==> src/rtl/barrel_shifter_pipe_if.sv <==
// Operand (in_*) and result (out_*) handshake bundle for barrel_shifter_pipe.
// master drives operands and consumes results; slave is the shifter side.
interface barrel_shifter_pipe_if #(
  parameter int WIDTH = 8,
  parameter int AW    = $clog2(WIDTH)
);
  logic             in_valid;
  logic             in_ready;
  logic [WIDTH-1:0] in_data;
  logic [AW-1:0]    in_amt;
  logic [2:0]       in_op;
  logic             out_valid;
  logic             out_ready;
  logic [WIDTH-1:0] out_data;
  logic             out_zero;
  logic [2:0]       out_op;

  modport master (
    output in_valid, in_data, in_amt, in_op, out_ready,
    input  in_ready, out_valid, out_data, out_zero, out_op
  );

  modport slave (
    input  in_valid, in_data, in_amt, in_op, out_ready,
    output in_ready, out_valid, out_data, out_zero, out_op
  );
endinterface

==> src/rtl/barrel_shifter_pipe.sv <==
// Pipelined ROR/ROL/SRL/SLL/SRA/PASS on one right-shift core; L stages, one word per clock.
// A stage loads when it is empty or everything downstream advances; in_ready follows out_ready combinationally.
module barrel_shifter_pipe #(
  parameter int WIDTH = 8,
  parameter int AW    = $clog2(WIDTH),
  parameter int L     = AW
) (
  input  logic                 clk,
  input  logic                 reset_n,
  barrel_shifter_pipe_if.slave bus
);

  localparam logic [2:0] OP_ROR = 3'b000;
  localparam logic [2:0] OP_ROL = 3'b001;
  localparam logic [2:0] OP_SRL = 3'b010;
  localparam logic [2:0] OP_SLL = 3'b011;
  localparam logic [2:0] OP_SRA = 3'b100;

  logic             v_q      [L];
  logic [WIDTH-1:0] d_q      [L];
  logic [AW-1:0]    amt_q    [L];
  logic [2:0]       op_q     [L];
  logic             fill_q   [L];

  logic             src_v    [L];
  logic [WIDTH-1:0] src_d    [L];
  logic [AW-1:0]    src_amt  [L];
  logic [2:0]       src_op   [L];
  logic             src_fill [L];
  logic [WIDTH-1:0] nxt_d    [L];
  logic             adv      [L];
  logic             room;

  logic [WIDTH-1:0] pre_d;
  logic             pre_fill;
  logic [WIDTH-1:0] out_d;

  function automatic logic is_left(input logic [2:0] op);
    return (op == OP_ROL) || (op == OP_SLL);
  endfunction

  function automatic logic [WIDTH-1:0] bit_rev(input logic [WIDTH-1:0] d);
    logic [WIDTH-1:0] r;
    for (int i = 0; i < WIDTH; i++) r[i] = d[WIDTH-1-i];
    return r;
  endfunction

  // Stage k moves right by 2^k; left ops arrive here already mirrored.
  function automatic logic [WIDTH-1:0] shift_step(input logic [WIDTH-1:0] d, input logic en,
                                                  input logic [2:0] op, input logic fill,
                                                  input int k);
    logic [WIDTH-1:0] r;
    int               s;
    s = 1 << k;
    r = d;
    if (en) begin
      case (op)
        OP_ROR, OP_ROL:         r = (d >> s) | (d << (WIDTH - s));
        OP_SRL, OP_SLL, OP_SRA: r = (d >> s) | ({WIDTH{fill}} & ~({WIDTH{1'b1}} >> s));
        default:                r = d;
      endcase
    end
    return r;
  endfunction

  always_comb begin
    pre_d    = is_left(bus.in_op) ? bit_rev(bus.in_data) : bus.in_data;
    pre_fill = (bus.in_op == OP_SRA) && bus.in_data[WIDTH-1];
  end

  always_comb begin
    src_v[0]    = bus.in_valid;
    src_d[0]    = pre_d;
    src_amt[0]  = bus.in_amt;
    src_op[0]   = bus.in_op;
    src_fill[0] = pre_fill;
    for (int k = 1; k < L; k++) begin
      src_v[k]    = v_q[k-1];
      src_d[k]    = d_q[k-1];
      src_amt[k]  = amt_q[k-1];
      src_op[k]   = op_q[k-1];
      src_fill[k] = fill_q[k-1];
    end
    for (int k = 0; k < L; k++) begin
      nxt_d[k] = shift_step(src_d[k], src_amt[k][k], src_op[k], src_fill[k], k);
    end
  end

  // Ripple the advance condition from the consumer back to the input.
  always_comb begin
    room = bus.out_ready;
    for (int k = L - 1; k >= 0; k--) begin
      room   = !v_q[k] || room;
      adv[k] = room;
    end
  end

  always_ff @(posedge clk or negedge reset_n) begin
    if (!reset_n) begin
      for (int k = 0; k < L; k++) begin
        v_q[k]    <= 1'b0;
        d_q[k]    <= '0;
        amt_q[k]  <= '0;
        op_q[k]   <= '0;
        fill_q[k] <= 1'b0;
      end
    end else begin
      for (int k = 0; k < L; k++) begin
        if (adv[k]) begin
          v_q[k]    <= src_v[k];
          d_q[k]    <= nxt_d[k];
          amt_q[k]  <= src_amt[k];
          op_q[k]   <= src_op[k];
          fill_q[k] <= src_fill[k];
        end
      end
    end
  end

  assign out_d         = is_left(op_q[L-1]) ? bit_rev(d_q[L-1]) : d_q[L-1];
  assign bus.out_data  = out_d;
  assign bus.out_valid = v_q[L-1];
  assign bus.out_op    = op_q[L-1];
  assign bus.out_zero  = (out_d == '0) && v_q[L-1];
  assign bus.in_ready  = adv[0];

endmodule

==> src/flat_wrapper.sv <==
// flat-port wrapper written by rule: the top's interface ports become plain ports
module barrel_shifter_pipe_flat 
#(
  parameter int WIDTH = 8,
  parameter int AW    = $clog2(WIDTH),
  parameter int L     = AW
)
  (clk, reset_n, bus_in_valid, bus_in_data, bus_in_amt, bus_in_op, bus_out_ready, bus_in_ready, bus_out_valid, bus_out_data, bus_out_zero, bus_out_op);
  barrel_shifter_pipe_if #(.WIDTH(WIDTH), .AW(AW)) bus_i ();
  input  logic clk;
  input  logic reset_n;
  input wire logic [$bits(bus_i.in_valid)-1:0] bus_in_valid;
  input wire logic [$bits(bus_i.in_data)-1:0] bus_in_data;
  input wire logic [$bits(bus_i.in_amt)-1:0] bus_in_amt;
  input wire logic [$bits(bus_i.in_op)-1:0] bus_in_op;
  input wire logic [$bits(bus_i.out_ready)-1:0] bus_out_ready;
  output wire logic [$bits(bus_i.in_ready)-1:0] bus_in_ready;
  output wire logic [$bits(bus_i.out_valid)-1:0] bus_out_valid;
  output wire logic [$bits(bus_i.out_data)-1:0] bus_out_data;
  output wire logic [$bits(bus_i.out_zero)-1:0] bus_out_zero;
  output wire logic [$bits(bus_i.out_op)-1:0] bus_out_op;
  assign bus_i.in_valid = bus_in_valid;
  assign bus_i.in_data = bus_in_data;
  assign bus_i.in_amt = bus_in_amt;
  assign bus_i.in_op = bus_in_op;
  assign bus_i.out_ready = bus_out_ready;
  assign bus_in_ready = bus_i.in_ready;
  assign bus_out_valid = bus_i.out_valid;
  assign bus_out_data = bus_i.out_data;
  assign bus_out_zero = bus_i.out_zero;
  assign bus_out_op = bus_i.out_op;
  barrel_shifter_pipe #(.WIDTH(WIDTH), .AW(AW), .L(L)) u_core (.clk(clk), .reset_n(reset_n), .bus(bus_i));
endmodule
==> config.mk <==
export PLATFORM = sky130hd
export DESIGN_NAME = barrel_shifter_pipe_flat
export DESIGN_NICKNAME = d
export VERILOG_FILES = /design/src/rtl/barrel_shifter_pipe_if.sv /design/src/rtl/barrel_shifter_pipe.sv /design/src/flat_wrapper.sv
export SDC_FILE = /design/constraint.sdc
export NUM_CORES = 1
export LEC_CHECK = 0
export BUFFER_PORTS_ARGS = -buffer_cell sky130_fd_sc_hd__buf_4
export CAP_MARGIN = 40
export CORE_ASPECT_RATIO = 1.75
export CORE_MARGIN = 8
export CORE_UTILIZATION = 42
export CTS_BUF_LIST = sky130_fd_sc_hd__clkbuf_4 sky130_fd_sc_hd__clkbuf_8
export CTS_CLUSTER_SIZE = 24
export DETAILED_ROUTE_END_ITERATION = 16
export PLACE_DENSITY = 0.6
export SYNTH_ARGS = -nofsm -noshare
export SYNTH_HDL_FRONTEND = slang
export SYNTH_SLANG_ARGS = --single-unit
==> constraint.sdc <==
create_clock -name clk -period 1.65 [get_ports clk]
set_input_delay 0.495 -clock clk [delete_from_list [all_inputs] [get_ports clk]]
set_output_delay 0.495 -clock clk [all_outputs]
set_load 0.005 [all_outputs]
Word-level counts from Yosys, hierarchy flattened

Index checks and enable logic that the tools add are counted.

Input bits: 18
Output and inout port bits: 14
Flip-flop bits (word level): 44

Bitwise operators: 6
Reductions and logical operators: 20
Mux-type cells: 8
Equality and inequality tests: 14

Operator list:

| cell               | count |
|---|---|
| $pmux 8 s2         | 3 |
| $mux 8             | 5 |
| $eq 3x2->1 const B | 7 |
| $or 4x8->8         | 2 |
| $or 6x8->8         | 2 |
| $or 7x8->8         | 2 |
| $eq 3x1->1 const B | 4 |
| $eq 3x3->1 const B | 3 |
| $logic_not 3->1    | 3 |
| $reduce_or 3->1    | 3 |
| $logic_not 8->1    | 1 |
| $reduce_or 2->1    | 3 |
| $logic_or 1x1->1   | 5 |
| $logic_not 1->1    | 3 |
| $logic_and 1x1->1  | 2 |

Depth between registers and ports, before layout

Word-level depth: 6
Depth in mapped cells: 6
Mapped depth without buffers: 4

Least setup slack after synthesis

Ideal clock, no wire load.

Path kind: input to output
Start point: input port bus_out_ready
End point: output port bus_in_ready
Arrival time: 1.052 ns
Stages: 4
Buffers on the path: 2
Data required time: 1.155 ns
Path slack: 0.103 ns
Path through: nor2b_4 clkbuf_8 nand3_2 buf_2

Longest elaborated chain between the ends: 3

Ends and longest elaborated chain:

| item                           | RTL line                  | source |
|---|---|---|
| start: declaration             | flat_wrapper.sv:16        | `input wire logic [$bits(bus_i.out_ready)-1:0] bus_out_ready;` |
| $logic_or 1x1->1 (3 in series) | barrel_shifter_pipe.sv:93 | `room = !v_q[k] \|\| room;` |
| end: declaration               | flat_wrapper.sv:17        | `output wire logic [$bits(bus_i.in_ready)-1:0] bus_in_ready;` |

No other way between the ends.

Worst setup path in the final report

Start point: register u_core.d_q[5] (netlist bit)
End point: output port bus_out_zero

Longest elaborated chain between the ends: 3

Ends and longest elaborated chain:

| item                             | RTL line                   | source |
|---|---|---|
| start: declaration               | barrel_shifter_pipe.sv:20  | `logic [WIDTH-1:0] d_q [L];` |
| start signal: indexed assignment | barrel_shifter_pipe.sv:111 | `d_q[k] <= nxt_d[k];` |
| $mux 8                           | barrel_shifter_pipe.sv:120 | `assign out_d = is_left(op_q[L-1]) ? bit_rev(d_q[L-1]) : d_q[L-1];` |
| $logic_not 8->1                  | barrel_shifter_pipe.sv:124 | `assign bus.out_zero = (out_d == '0) && v_q[L-1];` |
| $logic_and 1x1->1                | barrel_shifter_pipe.sv:124 |  |
| end: declaration                 | flat_wrapper.sv:20         | `output wire logic [$bits(bus_i.out_zero)-1:0] bus_out_zero;` |

No other way between the ends.

==> run summary <==
Standard cell with the maximum stage delay on the critical path: dfrtp_1
VDD IR-drop max: 449.1 uV
Combinational power share: 0.309
Post-Synthesis Cell Area: 2250 um^2
Data arrival time of the critical path: 1360 ps
Worst min path class: primary input to async pin
Final critical path time including I/O delays and setup: 1856 ps
Synthesis warning total: 0
Post-synthesis sequential area ratio: 0.4561
Reg2Reg Setup Slack: 160 ps
Cts bufs inserted: 5
Async S/R FF share, synth: 1.000
Violated checks: negative setup slack
Final Setup Violations: 8
Wire length of the first global-routing pass: 9.301 mm
Post-Route Hold Slack: 169.2 ps
Max Clock Skew: 4.251 ps
Classification of the worst setup path: register to primary output
Worst reg-to-reg path cell count: 4
Most instantiated flip-flop cell in the synthesis netlist: dfrtp_1
Max-cap check violation count: 0
Antenna cells: 0
Part of the total power dissipated in the clock network: 0.225
EDFF count, synth: 0
Die boundary width: 71.33 um
Initial antenna violation count: 0
Number of nets in the layout: 295
Endpoint of the most critical register-to-register path: u_core.d_q[7]$_DFFE_PN0P_
Kind of end point of the critical path: primary output
Crit-path max cell delay: 400 ps
Clock tree from TritonCTS: built
Maximum number of pins on one net before global-route repair: 42
Leakage Power: 0.001338 uW
1st-pass router iterations: 4
Height of the die: 112.8 um
Synthesis-stage register bit count: 41
Sequential share of power: 0.466
Actual transition at the worst max-transition pin: 506.7 ps
Setup repair after global routing missed its margin: true
Average routed wire per standard cell: 15.84 um
Die area: 8047 um^2
Initial core utilization: 0.4317
Aggregate routed wire length: 5.260 mm
Post-DP HPWL: 3.951 mm
Total grt overflow: 0
Clock sink total: 41
Synth area leader: dfrtp_1
Switch Pwr: 927.6 uW
Hold Fails Final Rpt: 0
Residual antenna-violating net count after detailed routing: 0
Critical path's top delay family: simple AND/OR/NAND/NOR gates
DR vias: 1840
Crit path cell chain: nor4_2, nand3b_1, nor4_2, buf_4
Overall fraction of global-route tracks in use: 0.1443
Clock transition at the registers of the reported paths: 70 ps
Critical path startpoint category: register
Clock Tree Buf Depth: 2
Post-synthesis instance total: 240
PwrDens: 1091 nW/um^2
Vias/cell: 5.542
I/O pin total: 32
Max Transition Viols Final: 0
Summed negative setup slack over all endpoints: -305.3 ps
Growth of design area from synthesis to finish: 21.08%
Internal Power: 2043 uW
Required time of the critical path: 1150 ps
# H-tree levels: 2
Most frequent cell on the critical path: nor4_2
Maximum fanout encountered on the critical timing path: 2
Number of unique standard cell types used by synthesis: 44
Share of cells above drive strength 1: 0.2708
Proportion of netlist area held by the largest area contributor: 0.4561
Root Driver: clkbuf_8
Commonest cells after routing, fill and taps aside: buf_4 (41), dfrtp_1 (41), nand2_1 (39)
Starting DRC count in detailed routing: 66
Buf+Inv Stages, Crit Path: 1
Post-synthesis net count: 258
Result of the run: finished, violations left
Syn_area_per_cell: 9.374 um^2
Maximum clock frequency: 0.5387 GHz
Rel. slew slack: 0.6622
Clk Latency, worst-skew pair: 290 ps
Worst R2R Start: u_core.op_q[4]$_DFFE_PN0P_
Core outline area: 5211 um^2
Final cell utilization of the core: 0.5227
Num rows: 35
Count of buffers inserted at the top-level ports: 31
Routability congestion estimate: 0.7572
DR DRC count: 0
Part of the cycle the worst path needs: 1.125
Dominant cells by area after synthesis: dfrtp_1 (46%), mux2i_1 (7.6%), nand2_1 (7.2%)
Switching Fraction: 0.3122
Vias in the first global route: 1935
Final critical-path setup slack: -206.5 ps
[per-stage QoR]
stage	cells	total power (uW)	cell area, um^2	worst slack, ps
floorplan	240	1871	2250	103.0
global placement	319	2208	2525	53.22
detailed placement	319	2227	2525	30.23
CTS	332	2957	2686	-288.3
global route	332	3187	2724	-343.7
finish	332	2971	2724	-206.5
[registers in the layout (all words and copies together) (netlist names)]
| name | cells |
|---|---|
| u_core.src_v | 2 |
| u_core.d_q | 24 |
| u_core.op_q | 6 |
| u_core.bus.out_op | 3 |
| u_core.amt_q | 3 |
| u_core.fill_q | 2 |
| u_core.bus.out_valid | 1 |
[power by group through the flow]
stage | Combinational [uW] | Sequential, uW | Clock (uW)
floorplan | 524 | 1350 | 0
global placement | 822 | 1390 | 0
detailed placement | 834 | 1390 | 0
CTS | 889 | 1370 | 694
global route | 1030 | 1420 | 739
finish | 918 | 1380 | 668
[what timing repair did]
item                                    CTS  global route
hold buffers                              0             0
buffers inserted                          6             0
pin swaps                                 8             9
endpoints found under the setup margin   10            10
gates resized for setup                   6            10
[layout make-up]
type | instances | area [um^2]
inverters | 4 | 15.01
flip-flops and latches | 41 | 1026
well taps | 55 | 68.82
fillers | 506 | 2487
clock buffers | 7 | 90.09
repair buffers | 46 | 364.1
multi-input cells | 179 | 1160
[per-layer routing]
metal / wire length, um / global-route usage / share of wire
met5: 0 / 0 / 0
met4: 203 / 0.07832 / 0.039
met3: 216 / 0.02923 / 0.041
met2: 2994 / 0.2768 / 0.57
met1: 1845 / 0.1351 / 0.35
[worst max path at each step]
stage / cells after the start / end / from
after floorplan: 4 / bus_in_ready / bus_out_ready
after global placement: 5 / u_core.d_q[18]$_DFFE_PN0P_ / bus_in_op[0]
after detailed placement: 4 / bus_out_zero / u_core.d_q[5]$_DFFE_PN0P_
after CTS: 4 / bus_out_zero / u_core.d_q[5]$_DFFE_PN0P_
after global routing: 4 / bus_out_zero / u_core.d_q[5]$_DFFE_PN0P_
final: 4 / bus_out_zero / u_core.d_q[5]$_DFFE_PN0P_
[cells by family after synthesis]
group / after synthesis / share of synthesized area
AOI/OAI and AO/OA: 50 / 0.1552
xor gates and xnor gates: 1 / 0.003894
buffers and inverters: 20 / 0.04838
DFF: 41 / 0.4561
muxes: 27 / 0.1257
and+or+nand+nor: 101 / 0.2108
[cell usage after synthesis (all sizes together) (3+ instances only)]
master,count
nor2,33
and3,3
mux2,10
buf,10
dfrtp,41
clkbuf,6
o21ai,11
a21oi,12
nand2b,7
a221oi,6
mux2i,17
a211o,6
inv,4
nand2,44
a22oi,4
No activity file was read; power rests on OpenSTA's default activity.
